==> config.mk <==
export PLATFORM = sky130hd
export DESIGN_NAME = mdu_iterative
export DESIGN_NICKNAME = d
export VERILOG_FILES = /design/src/rtl/mdu_pkg.sv /design/src/rtl/mdu_sign_fix.sv /design/src/rtl/mdu_iterative.sv
export SDC_FILE = /design/constraint.sdc
export NUM_CORES = 1
export LEC_CHECK = 0
export CAP_MARGIN = 20
export CORE_MARGIN = 1
export CORE_UTILIZATION = 38
export CTS_BUF_LIST = sky130_fd_sc_hd__clkbuf_8
export CTS_CLUSTER_DIAMETER = 150
export CTS_CLUSTER_SIZE = 8
export DETAILED_ROUTE_END_ITERATION = 7
export GPL_TIMING_DRIVEN = 0
export PLACE_DENSITY = 0.57
export RECOVER_POWER = 100
export SLEW_MARGIN = 30
export SYNTH_ARGS = -nofsm -noshare
export SYNTH_HDL_FRONTEND = slang
export SYNTH_SLANG_ARGS = --single-unit
==> constraint.sdc <==
create_clock -name clock -period 5.1 [get_ports clock]
set_input_delay 0.51 -clock clock [delete_from_list [all_inputs] [get_ports clock]]
set_output_delay 0.51 -clock clock [all_outputs]
set_load 0.01 [all_outputs]
==> src/rtl/mdu_pkg.sv <==
// Shared definitions for the iterative multiply/divide unit.
//   - op[1:0] encodings and the position of the signed-select bit in op
//   - FSM state enumeration
//   - default operand width and the divide-by-zero quotient value
package mdu_pkg;

   localparam int MDU_DATA_W = 32;

   localparam logic [1:0] OP_MUL  = 2'b00;  // low word of product
   localparam logic [1:0] OP_MULH = 2'b01;  // high word of product
   localparam logic [1:0] OP_DIV  = 2'b10;  // quotient
   localparam logic [1:0] OP_REM  = 2'b11;  // remainder
   localparam int OP_SIGNED_BIT = 2;

   localparam logic [MDU_DATA_W-1:0] DIV_ZERO_Q = '1;

   typedef enum logic [1:0] {
      IDLE = 2'd0,
      RUN  = 2'd1,
      DONE = 2'd2
   } mdu_state_e;

endpackage

==> src/rtl/mdu_sign_fix.sv <==
// Conditional two's-complement negate.
// Ports:
//   negate  in   1       when high, output is -value
//   value   in   DATA_W  input word
//   fixed   out  DATA_W  value or its two's complement
module mdu_sign_fix #(
   parameter int DATA_W = 32
) (
   input  logic              negate,
   input  logic [DATA_W-1:0] value,
   output logic [DATA_W-1:0] fixed
);

   assign fixed = negate ? ({DATA_W{1'b0}} - value) : value;

endmodule

==> src/rtl/mdu_iterative.sv <==
// Iterative multiply/divide unit between the register bank read ports and
// its write port. One shift-add (MUL/MULH) or restoring shift-subtract
// (DIV/REM) step per clock, DATA_W steps per operation.
//
// Optional feature macro: MDU_SIGNED_OPS_EN
//   defined     : op[2]=1 treats operands as two's complement
//   not defined : op[2] ignored, all operations unsigned
//
// Ports:
//   clock         in   1           rising-edge clock
//   reset_n       in   1           asynchronous active-low reset
//   start         in   1           request, accepted when busy==0
//   op            in   3           op[1:0] MUL/MULH/DIV/REM, op[2] signed select
//   operand_a     in   DATA_W      multiplicand / dividend
//   operand_b     in   DATA_W      multiplier / divisor
//   dest_reg      in   REG_ADDR_W  destination register number
//   busy          out  1           high while iterating (RUN)
//   done          out  1           one-cycle pulse, result valid
//   result        out  DATA_W      final value, held until next completion
//   result_reg    out  REG_ADDR_W  destination captured at start
//   result_write  out  1           bank write enable, done && result_reg != 0
module mdu_iterative
   import mdu_pkg::*;
#(
   parameter int DATA_W     = MDU_DATA_W,
   parameter int REG_ADDR_W = 6
) (
   input  logic                  clock,
   input  logic                  reset_n,
   input  logic                  start,
   input  logic [2:0]            op,
   input  logic [DATA_W-1:0]     operand_a,
   input  logic [DATA_W-1:0]     operand_b,
   input  logic [REG_ADDR_W-1:0] dest_reg,
   output logic                  busy,
   output logic                  done,
   output logic [DATA_W-1:0]     result,
   output logic [REG_ADDR_W-1:0] result_reg,
   output logic                  result_write
);

   localparam int CNT_W = $clog2(DATA_W);

   mdu_state_e            state;
   logic [CNT_W-1:0]      count;
   logic [DATA_W-1:0]     acc_hi;   // product high word / partial remainder
   logic [DATA_W-1:0]     acc_lo;   // multiplier / dividend-quotient shifter
   logic [DATA_W-1:0]     opnd_b;   // multiplicand / divisor magnitude
   logic [1:0]            op_q;
   logic [REG_ADDR_W-1:0] dest_q;

   logic                  div_by_zero;
   logic [DATA_W-1:0]     mag_a;
   logic [DATA_W-1:0]     mag_b;
   logic [DATA_W-1:0]     step_hi;
   logic [DATA_W-1:0]     step_lo;
   logic [DATA_W-1:0]     raw_res;
   logic [DATA_W-1:0]     final_res;
   logic [DATA_W:0]       mul_sum;
   logic [DATA_W:0]       div_shift;
   logic [DATA_W+1:0]     div_diff;
   logic                  unused_div_bit;

   // Divide by zero skips the iteration entirely.
   assign div_by_zero = op[1] && (operand_b == '0);

   always_comb begin
      mul_sum   = {1'b0, acc_hi} + (acc_lo[0] ? {1'b0, opnd_b} : '0);
      div_shift = {acc_hi, acc_lo[DATA_W-1]};
      div_diff  = {1'b0, div_shift} - {2'b00, opnd_b};
      if (op_q[1]) begin
         // Restoring step: keep the shifted remainder when the trial
         // subtraction goes negative; the quotient bit shifts in at the bottom.
         step_hi = div_diff[DATA_W+1] ? div_shift[DATA_W-1:0] : div_diff[DATA_W-1:0];
         step_lo = {acc_lo[DATA_W-2:0], ~div_diff[DATA_W+1]};
      end else begin
         // Shift-add: carry of the add becomes the new top bit of the product.
         step_hi = mul_sum[DATA_W:1];
         step_lo = {mul_sum[0], acc_lo[DATA_W-1:1]};
      end
   end

   // A remainder below the divisor never needs bit DATA_W of the difference.
   assign unused_div_bit = div_diff[DATA_W];

   // MUL and DIV take the low register, MULH and REM the high one.
   assign raw_res = op_q[0] ? step_hi : step_lo;

`ifdef MDU_SIGNED_OPS_EN
   logic              sign_a;
   logic              sign_b;
   logic              neg_res_d;
   logic              neg_res_q;
   logic [DATA_W-1:0] fixed_res;

   assign sign_a    = op[OP_SIGNED_BIT] & operand_a[DATA_W-1];
   assign sign_b    = op[OP_SIGNED_BIT] & operand_b[DATA_W-1];
   // Remainder follows the dividend; product and quotient follow the sign xor.
   assign neg_res_d = (op[1:0] == OP_REM) ? sign_a : (sign_a ^ sign_b);

   mdu_sign_fix #(.DATA_W(DATA_W)) u_fix_a (.negate(sign_a),    .value(operand_a), .fixed(mag_a));
   mdu_sign_fix #(.DATA_W(DATA_W)) u_fix_b (.negate(sign_b),    .value(operand_b), .fixed(mag_b));
   mdu_sign_fix #(.DATA_W(DATA_W)) u_fix_r (.negate(neg_res_q), .value(raw_res),   .fixed(fixed_res));

   // Negating the 64-bit product only carries into the high word when the
   // low word is zero; otherwise the high word is just inverted.
   assign final_res = (op_q == OP_MULH && neg_res_q && step_lo != '0) ? ~step_hi : fixed_res;
`else
   logic unused_sign;
   assign unused_sign = op[OP_SIGNED_BIT];
   assign mag_a       = operand_a;
   assign mag_b       = operand_b;
   assign final_res   = raw_res;
`endif

   always_ff @(posedge clock or negedge reset_n) begin
      if (!reset_n) begin
         state        <= IDLE;
         count        <= '0;
         acc_hi       <= '0;
         acc_lo       <= '0;
         opnd_b       <= '0;
         op_q         <= OP_MUL;
         dest_q       <= '0;
         busy         <= 1'b0;
         done         <= 1'b0;
         result       <= '0;
         result_reg   <= '0;
         result_write <= 1'b0;
`ifdef MDU_SIGNED_OPS_EN
         neg_res_q    <= 1'b0;
`endif
      end else begin
         done         <= 1'b0;
         result_write <= 1'b0;
         case (state)
            RUN: begin
               acc_hi <= step_hi;
               acc_lo <= step_lo;
               count  <= count - CNT_W'(1);
               if (count == '0) begin
                  state        <= DONE;
                  busy         <= 1'b0;
                  done         <= 1'b1;
                  result       <= final_res;
                  result_reg   <= dest_q;
                  result_write <= (dest_q != '0);
               end
            end
            default: begin
               // IDLE and DONE both accept a new request.
               if (start) begin
                  op_q   <= op[1:0];
                  dest_q <= dest_reg;
                  if (div_by_zero) begin
                     state        <= DONE;
                     done         <= 1'b1;
                     result       <= op[0] ? operand_a : DATA_W'(DIV_ZERO_Q);
                     result_reg   <= dest_reg;
                     result_write <= (dest_reg != '0);
                  end else begin
                     state  <= RUN;
                     busy   <= 1'b1;
                     count  <= CNT_W'(DATA_W - 1);
                     acc_hi <= '0;
                     acc_lo <= mag_a;
                     opnd_b <= mag_b;
`ifdef MDU_SIGNED_OPS_EN
                     neg_res_q <= neg_res_d;
`endif
                  end
               end else begin
                  state <= IDLE;
               end
            end
         endcase
      end
   end

endmodule
# == Yosys cells after proc, flatten, opt, wreduce, memory -nomap -nowiden ==
# Index checks and enable logic that the tools add are counted.
# classes
add_sub_neg,3
n_eq_ne,3
muxes,39
n_bitwise,3
n_reduce_logical,12
# ops
operator,count
2-to-1 mux 32 bit,16
subtractor 33 x 32 -> 34 bit,1
adder 32 x 32 -> 33 bit,1
zero test 32 bit,1
2-to-1 mux 6 bit,4
2-to-1 mux 5 bit,3
2-to-1 mux 1 bit,12
nonzero test 6 bit,2
AND reduction 3 bit,3
2-to-1 mux 2 bit,4
zero test 5 bit,1
subtractor 5 x 1 -> 5 bit (second input constant),1
AND reduction 2 bit,2
nonzero test 2 bit,2
NOT 1 bit,3
equality test 2 x 1 -> 1 bit (second input constant),1
inequality test 2 x 1 -> 1 bit (second input constant),1
inequality test 2 bit (second input constant),1
logical AND 1 bit,1
# word_totals
ff_bits,152
input_bits,76
out_inout_bits,41
wordCells,72

# == Depth between registers and ports, before layout ==
# depth
ltp_word,6
depth_mapped,15
ltp_nobuf,13

# == Worst setup path before layout ==
# Ideal clock, no wire load.
# synth_path
kind,register to register
startpoint,register acc_lo[0]
endpoint,register result[21]
setup_ps,126
t_arrival_ps,3502
t_required_ps,4974
setup_slack_ps,1472
path_stages_with_launch,15
n_path_buf,1
period_less_slack_ps,3628
cell_sequence,dfrtp_1 > clkbuf_1 > and2_1 > ha_1 > fa_1 > a211oi_2 > o21ai_1 > a2111oi_2 > nor2_1 > a211o_1 > nand3_1 > o2bb2ai_1 > xnor2_1 > mux4_2 > a221o_1
# synth_via
elab_chain_cells,6
# synth_lines
item,line_no,rtl
from (decl),mdu_iterative.sv:47,logic [DATA_W-1:0] acc_lo;
from (signal assigned),mdu_iterative.sv:139,acc_lo <= step_lo;
from (signal assigned),mdu_iterative.sv:166,acc_lo <= mag_a;
2-to-1 mux 32 bit,mdu_iterative.sv:68,"mul_sum = {1'b0, acc_hi} + (acc_lo[0] ? {1'b0, opnd_b} : '0);"
adder 32 x 32 -> 33 bit,mdu_iterative.sv:68,
2-to-1 mux 32 bit,mdu_iterative.sv:71,if (op_q[1]) begin
2-to-1 mux 32 bit,mdu_iterative.sv:87,assign raw_res = op_q[0] ? step_hi : step_lo;
2-to-1 mux 32 bit,mdu_iterative.sv:141,if (count == '0) begin
2-to-1 mux 32 bit,mdu_iterative.sv:136,case (state)
to (signal assigned),mdu_iterative.sv:145,result <= final_res;
to (signal assigned),mdu_iterative.sv:158,result <= op[0] ? operand_a : DATA_W'(DIV_ZERO_Q);
to (decl),mdu_iterative.sv:37,"output logic [DATA_W-1:0] result,"
# No other way between the ends. The select of a mux whose other input is x is not followed.
# A chain may end at the register's enable or synchronous reset.

# == Final worst setup path ==
# layout_path
startpoint,register acc_lo[31]
endpoint,register result[28]
# layout_via
elab_chain_cells,6
# layout_lines
item,line_no,rtl
subtractor 33 x 32 -> 34 bit,mdu_iterative.sv:70,"div_diff = {1'b0, div_shift} - {2'b00, opnd_b};"
2-to-1 mux 32 bit,mdu_iterative.sv:74,step_hi = div_diff[DATA_W+1] ? div_shift[DATA_W-1:0] : div_diff[DATA_W-1:0];
2-to-1 mux 32 bit,mdu_iterative.sv:71,
2-to-1 mux 32 bit,mdu_iterative.sv:87,
2-to-1 mux 32 bit,mdu_iterative.sv:141,
2-to-1 mux 32 bit,mdu_iterative.sv:136,
# No other way between the ends. The select of a mux whose other input is x is not followed.

==> results.toml <==
[run_status]
status = "complete, but fails checks"
violations = "capacitance limit, slew limit"

[sta]
setup_violations = 0
slew_violations = 77
tns_ns = 0
clock.fmax_mhz = 207
worstMarginPinSlew_ns = 3.99
period_needed_ns = 4.84
worst_slack_ns = 0.264
clock_skew_ns = 0.0141
hold_viol_final = 0
period_share_pct = 94.8
rsz0062_at_grt = "no"
fin_hold_ws_ns = 0.485
slew_headroom_pct = -166

[synthesis]
avgSynthCellArea_sq_um = 8.42
async_flop_share_pct = 100
netlist_instances = 1360
yosysTopAreaCell = "dfrtp_1"
seq_area_frac_synth_pct = 33.2
syn_area_sq_um = 11400
synth_edf_count = 0
synth_flop_cell = "dfrtp_1"
synthTopCellsByArea = "dfrtp_1 33%, ha_1 7.2%, o21ai_0 6.5%"
synth_nets = 1504
synth_warnings = 0
synth.distinct_cells = 76
ys_ff_latch = 152
synth_top_area_share_pct = 33.2

[floorplanning]
num_io_pins = 117
start_util_pct = 38.6
die_w_microns = 176
die_h_microns = 176
die_area_sq_um = 30800
core_sq_um = 29600
num_rows = 63

[clock_tree]
ctsResizeCount = 0
cts_htree_levels = 4
cts_buffer_depth = 2
cts_tree = "built"
cts_made_buffers = 17
clk_latency_ns = 0.49
cts_hold_buf = 0
cts_setup_buffers = 0
cts.clk_slew.worst_paths_ns = 0.10
cts_root_buf = "clkbuf_8"
clock-sinks = 152

[routing]
wirelength_microns = 44000
ant_nets = 0
drc = 0
vias = 11385
topRoutingLayerUsed = "met4"
drtPass1Iterations = 5
met1Wirelength_microns = 19600
wl_per_cell_microns = 23.2
met2WireLength_microns = 20100
avgViaCountPerCell = 6.00
drtIter0Drc = 911
routed-wl-met3_microns = 3200

[global_route]
grt_max_degree = 78
grt_pass1_wl_microns = 67400
antenna_found_initial = 1
track_usage_pct = 29.2
grt_overflow = 0
grt_pass1_vias = 11199

[cells_and_area]
final_nets = 1639
largest_reg_flops = 38
most-common-layout-cells = "160 x nand2_1, 152 x dfrtp_1, 149 x o21ai_0"
final_layout_size_suffix_gt1_share_pct = 6.30
utilization_pct = 45.5
layout_commonest_cell = "nand2_1"
syn_to_final_growth_pct = 17.9

[critical_path]
worst-setup-path-type = "flop to flop"
critical_path.endpoint = "result[28]"
cp_max_fo = 10
crit_start = "acc_lo[31]"
r2r-start = "acc_lo[31]"
r2r_setup_slack_ns = 0.26
cp.arrival_ns = 5.24
timing.rr.end = "result[28]"
worstSetupStartpointType = "flop"
cp.required_ns = 5.51
endpoint_kind = "flop"
reg2regPathDepth = 13

[power_and_ir_drop]
peakVddDrop_v = 0.000324
p_total_uw = 11600
power_density_nw_per_um2 = 860
p_leak_uw = 0.00588

[placed_design]
hpwl_microns = 33400
place_congestion = 0.919
dp_slack_ns = 0.0782
port_buffers = 115

[flow_run]
max-cap-violations = 1

[hold_path]
whs_path_depth = 1
worstHoldPathType = "flop to flop"
[metal layers]
layer / track usage [%] / up-vias
li1: - / 5220
met2: 46.4 / 463
met1: 39.7 / 5632
met3: 5.48 / 70
met4: 9.75 / 0
met5: 0 / -
[how the worst min path moves through the flow]
stage                     slack, ns          to  startpoint
after global placement         0.47        busy        busy
after floorplan                0.21   acc_hi[0]     reset_n
after detailed placement       0.48  result[28]  result[28]
after CTS                      0.03   acc_lo[9]     reset_n
after global routing           0.51  result[28]  result[28]
final                          0.48        busy        busy
[where the power goes]
| part | internal, uW | switching, uW |
|---|---|---|
| sequential | 1790 | 560 |
| clock | 451 | 550 |
| combinational | 3310 | 4950 |
| total | 5550 | 6060 |
[layout make-up]
class	count	area [sq um]
Timing Repair Buffer	116	1180
Clock inverter	13	143
Tap cell	390	488
Antenna cell	1	2.50
Fill cell	3027	16100
Sequential cell	152	3800
Buffer	78	299
Multi-Input combinational cell	1074	7120
Clock buffer	18	248
Inverter	56	210
[kinds of logic after synthesis]
group | share of synthesized area (%)
compound gates | 26.0
xor+xnor | 3.37
mux | 8.25
simple gates | 17.2
flops | 33.2
fa+ha+maj | 7.56
buf+inv | 4.45
[stage by stage]
| step | cell area, sq um | std cells |
|---|---|---|
| 5_1_grt | 13500 | 1897 |
| 4_1_cts | 13500 | 1897 |
| 2_1_floorplan | 11400 | 1360 |
| 3_3_place_gp | 13100 | 1865 |
| 3_5_place_dp | 13100 | 1866 |
| 6_report | 13500 | 1898 |
[cell usage after synthesis, types with 5 or more instances]
library cell and count:
o21a_1 17, mux2i_1 49, o221ai_1 5, nor2b_1 20, a211o_1 6, a31oi_1 26, a211oi_1 15, ha_1 66
o21bai_1 8, or3_1 7, a221oi_1 6, a21o_1 36, o31ai_1 6, inv_1 55, nand2_1 160, xor2_1 16
mux2_2 37, a21oi_1 92, nand3_1 22, o31a_1 6, clkbuf_1 64, nor3_1 20, a221o_1 14, nor2_1 93
a31o_2 5, nand4_1 11, nand2b_1 11, buf_2 5, buf_1 9, nor4_1 10, dfrtp_1 152, and3_1 9
a22o_1 18, o21ai_0 148, xnor2_1 28, and2_1 36
[worst max-delay path, stage by stage, from the launching register on]
cell and delay (ns):
dfrtp_1 0.41, inv_1 0.16, ha_1 0.28, nor2b_1 0.21
o31a_1 0.29, o31ai_4 0.11, o311a_1 0.34, o31ai_1 0.49
o21ai_1 0.58, nand2_4 0.35, clkbuf_1 0.64, o2111ai_1 0.36
o2bb2ai_1 0.27, o221ai_1 0.24
(Power assumes the default switching activity.)
==> RTL change 1, RTL diff (config.mk and constraints unchanged) <==
`MDU_DATA_W`: 32 -> 64.
--- a/src/rtl/mdu_pkg.sv
+++ b/src/rtl/mdu_pkg.sv
@@ -4,7 +4,7 @@
 //   - default operand width and the divide-by-zero quotient value
 package mdu_pkg;
 
-   localparam int MDU_DATA_W = 32;
+   localparam int MDU_DATA_W = 64;
 
    localparam logic [1:0] OP_MUL  = 2'b00;  // low word of product
    localparam logic [1:0] OP_MULH = 2'b01;  // high word of product
Ports: changed (resized operand_a, operand_b and result); port bits go from 117 to 213. No check against the original RTL was run, so the function may have changed too.
==> RTL change 1 against the original RTL <==
The run still ends with max-capacitance violations, max-slew violations left. First-iteration DRC count grew to 2.7 times the old value. Area after synthesis increased by 98%. Non-clock buffer count is 205 higher. Via count increased by 110%. Final area rose by 96%. Sequential cell count grew 129. Routed wire length increased by 140%. Setup slack got worse by 140 ps. Count of clock-buffer cells in the layout grew 24. Highest routed layer is now met5.
Power is not shown: default switching activity piles up to over one toggle a cycle in this logic, so the estimate is an artifact.
==> RTL change 1: results <==
group,metric,value,unit
global_routing,grt_pass1_wl,153,mm
logic_synthesis,synth_fp_nets,3088,
global_routing,grt_use_met3,0.0522,
global_routing,grt_pass1_vias,22700,
final_layout,num-clock-buffers,42,
clock_tree,worstSkewPairLatency,670,ps
logic_synthesis,yosysSeqAreaShare,0.310,
worst_hold_path,hp-class,"in -> reg",
clock_tree,cts_buffers,41,
global_routing,antenna_found_initial,5,
critical_path,worst_path_max_delay_cell,"a21oi_1",
place,place_area,0.0259,mm²
sta,report.final.slew_viol_count,63,
global_routing,met1_usage,0.485,
final_layout,buffers,399,
clock_tree,htree_levels,2,
place,placedCellCount,3804,
place,dp_slack,-431,ps
logic_synthesis,ys_top_cells_by_count,"353 x o21ai_0, 335 x nand2_1, 281 x dfrtp_1",
outcome,run_status,"finished with violations",
run,maxCapViolCount,1,
route,firstDrtPassIters,6,
global_routing,grt_usage,0.342,
place,place_congestion,0.977,
logic_synthesis,syn_avg_cell_area,8.06,µm²
outcome,violations,"max-capacitance violations, max-slew violations",
final_layout,flops_and_latches,281,
final_layout,sh_seq_area,0.266,
critical_path,critical_path_arrival,5470,ps
final_layout,multi_input_area,0.0145,mm²
## RTL change 1: cell count changes after synthesis, moves of 38 or more
cell / delta
o21ai_0: +205
nand2_1: +175
a21oi_1: +160
dfrtp_1: +129
clkbuf_1: +84
nor2_1: +78
ha_1: +64
inv_1: +51
mux2i_1: +47
and2_1: +40
xnor2_1: +38
## RTL change 1: kinds of logic (layout without fill, tap and decap cells)
kind of cell,count (synthesis),count (layout),share of synthesized area
compound gates,1031,1031,0.280
simple gates,809,809,0.166
buf+inv,290,552,0.0507
flops,281,281,0.310
mux,162,162,0.0776
fa+ha+maj,132,132,0.0734
xor+xnor,111,111,0.0428
other cells,0,2,0
## RTL change 1: layer usage
metal	routed length, µm	part of all wire	up-vias
met3	8980	0.085	163
li1	-	-	10700
met4	3520	0.033	2
met1	46800	0.44	11600
met5	13	0.00012	-
met2	46200	0.44	1142
## RTL change 1: path summary, 6_finish.rpt
check / start / to / slack [ps] / cells past startpoint
setup / recovery: acc_hi[15] / result[41] / 120 / 14
hold / removal: operand_b[10] / opnd_b[10] / 430 / 3
setup reg to reg: acc_hi[15] / result[41] / 120 / 14
hold reg to reg: result[33] / result[33] / 480 / 1
max in group asynchronous: reset_n / opnd_b[16] / 780 / 4
min in group asynchronous: reset_n / result[52] / 1680 / 2
## RTL change 1: timing repair
action	4_1_cts	5_1_grt
pin swaps	0	1
hold endpoints to repair	62	0
hold buffers	1	0
gates resized for setup	4	5
setup endpoints to repair	31	12
## RTL change 1: critical path: cells and delay by family (launching register included)
family	cells	cell delay (ps)
flops	1	480
buf+inv	3	1050
simple gates	2	680
compound gates	8	2130
fa+ha+maj	1	450
==> RTL change 2, RTL diff (same flow settings) <==
Made on the original files. Encoding of `mdu_state_e`: now one-hot (3 bits for 3 states).
--- a/src/rtl/mdu_pkg.sv
+++ b/src/rtl/mdu_pkg.sv
@@ -14,10 +14,10 @@
 
    localparam logic [MDU_DATA_W-1:0] DIV_ZERO_Q = '1;
 
-   typedef enum logic [1:0] {
-      IDLE = 2'd0,
-      RUN  = 2'd1,
-      DONE = 2'd2
+   typedef enum logic [2:0] {
+      IDLE = 3'b001,
+      RUN  = 3'b010,
+      DONE = 3'b100
    } mdu_state_e;
 
 endpackage
Behaviour: no difference found for any inputs over 4 cycles, from zero or initial values and one cycle with reset_n low; so few cycles prove little.
==> RTL change 2 against the original RTL <==
Area after synthesis increased by 1.5%. Power decreased by 1.6%. Cell count increased by 1.2%. Clock skew increased by 24 ps. Critical path type unchanged. Synthesized cell count increased by 1.5%. Count of clock-buffer cells in the layout decreased by 1. Hold slack improved by 7.5 ps. Maximum frequency increased by 3.5%. Final area increased by 1.3%. Setup slack improved by 160 ps. Routed wire length increased by 0.86%. Largest cell class unchanged. Sequential cell count increased by 1. The flow still finishes with violations (max-capacitance violations, max-slew violations).
==> RTL change 2: results <==
group,metric,value,unit
run,maxCapViolCount,1,
global_routing,grt_use_met2,0.454,
place,hpwlAfterDp,34.3,mm
logic_synthesis,syn_avg_cell_area,8.41,µm²
global_routing,grt_pass1_wl,67.6,mm
route,vias,11400,
outcome,violations,"max-capacitance violations, max-slew violations",
power_and_ir_drop,vdd_ir_drop_max,301,µV
sta,report.final.slew_viol_count,75,
global_routing,grt_usage,0.291,
place,place_area,0.0133,mm²
sta,hold_slack,492,ps
logic_synthesis,yosysSeqAreaShare,0.330,
final_layout,instances_no_fill,1921,
sta,tightest_slew,3500,ps
place,place_congestion,0.961,
global_routing,grt_max_degree,80,
critical_path,r2r-end,"result[26]",
clock_tree,worstSkewPairLatency,510,ps
logic_synthesis,synth_cell_type_count,84,
power_and_ir_drop,p_seq,0.00223,W
global_routing,antenna_found_initial,0,
worst_hold_path,worstHoldPathCells,2,
final_layout,nFillCells,2946,
critical_path,timing.rr.start,"acc_hi[26]",
power_and_ir_drop,power-per-cell-area,836,mW/mm²
power_and_ir_drop,power.leakage,5.97,nW
logic_synthesis,synth_fp_nets,1525,
place,dp_slack,402,ps
logic_synthesis,synth_area_leaders,"dfrtp_1 33%, ha_1 7.1%, o21ai_0 5.5%, a21oi_1 4.7%, mux2i_1 4.7%",
sta,finClkSkew,38.3,ps
outcome,run_status,"finished with violations",
critical_path,r2r_slack,430,ps
RTL change 2: area by class of cell:
class | count | area (µm²) | share of cell area
clock inverter | 15 | 160 | 0.0117
inverter | 54 | 203 | 0.0148
multi-input combinational | 1081 | 7160 | 0.523
clock buffer | 17 | 234 | 0.0171
buffer | 93 | 403 | 0.0295
tap | 390 | 488 | 0.0357
timing repair buffer | 118 | 1200 | 0.0875
sequential | 153 | 3830 | 0.280
RTL change 2: metal layers:
layer  up-vias  part of all wire  wire length (µm)
met3       100             0.080              3550
met2       491              0.45             20000
li1       5273                 -                 -
met1      5533              0.43             19000
met5         -                 0                 0
met4         0             0.040              1780
RTL change 2: worst max-delay path: stages (launching register included):
cell	delay [ps]
dfrtp_1	460
ha_1	300
clkbuf_1	300
a31oi_1	320
a21boi_0	260
a31oi_1	190
nand2_1	180
o21ai_0	1020
buf_6	280
buf_6	220
o22ai_1	90
a31oi_1	420
o221ai_1	210
mux2_2	300
RTL change 2: cell families (layout without fill, tap and decap cells):
group | after synthesis | after routing | share of synthesized area
compound gates | 462 | 462 | 0.256
xor+xnor | 55 | 55 | 0.0415
fa+ha+maj | 68 | 68 | 0.0745
buf+inv | 147 | 297 | 0.0531
flops | 153 | 153 | 0.330
mux | 88 | 88 | 0.0810
simple gates | 408 | 408 | 0.164
RTL change 2: worst max-delay path by stage:
stage,start,slack [ps],to,cells past startpoint
after floorplan,acc_lo[0],2010,acc_hi[25],14
after CTS,acc_lo[0],760,result[29],14
after detailed placement,operand_b[2],400,result[18],11
final,acc_hi[26],430,result[26],13
after global routing,acc_hi[26],330,result[26],13
after global placement,reset_n,-3270,opnd_b[15],1
RTL change 2: repair_timing:
action / CTS / global route
hold endpoints to repair: 19 / 0
buffers inserted: 0 / 0
hold buffers: 1 / 0
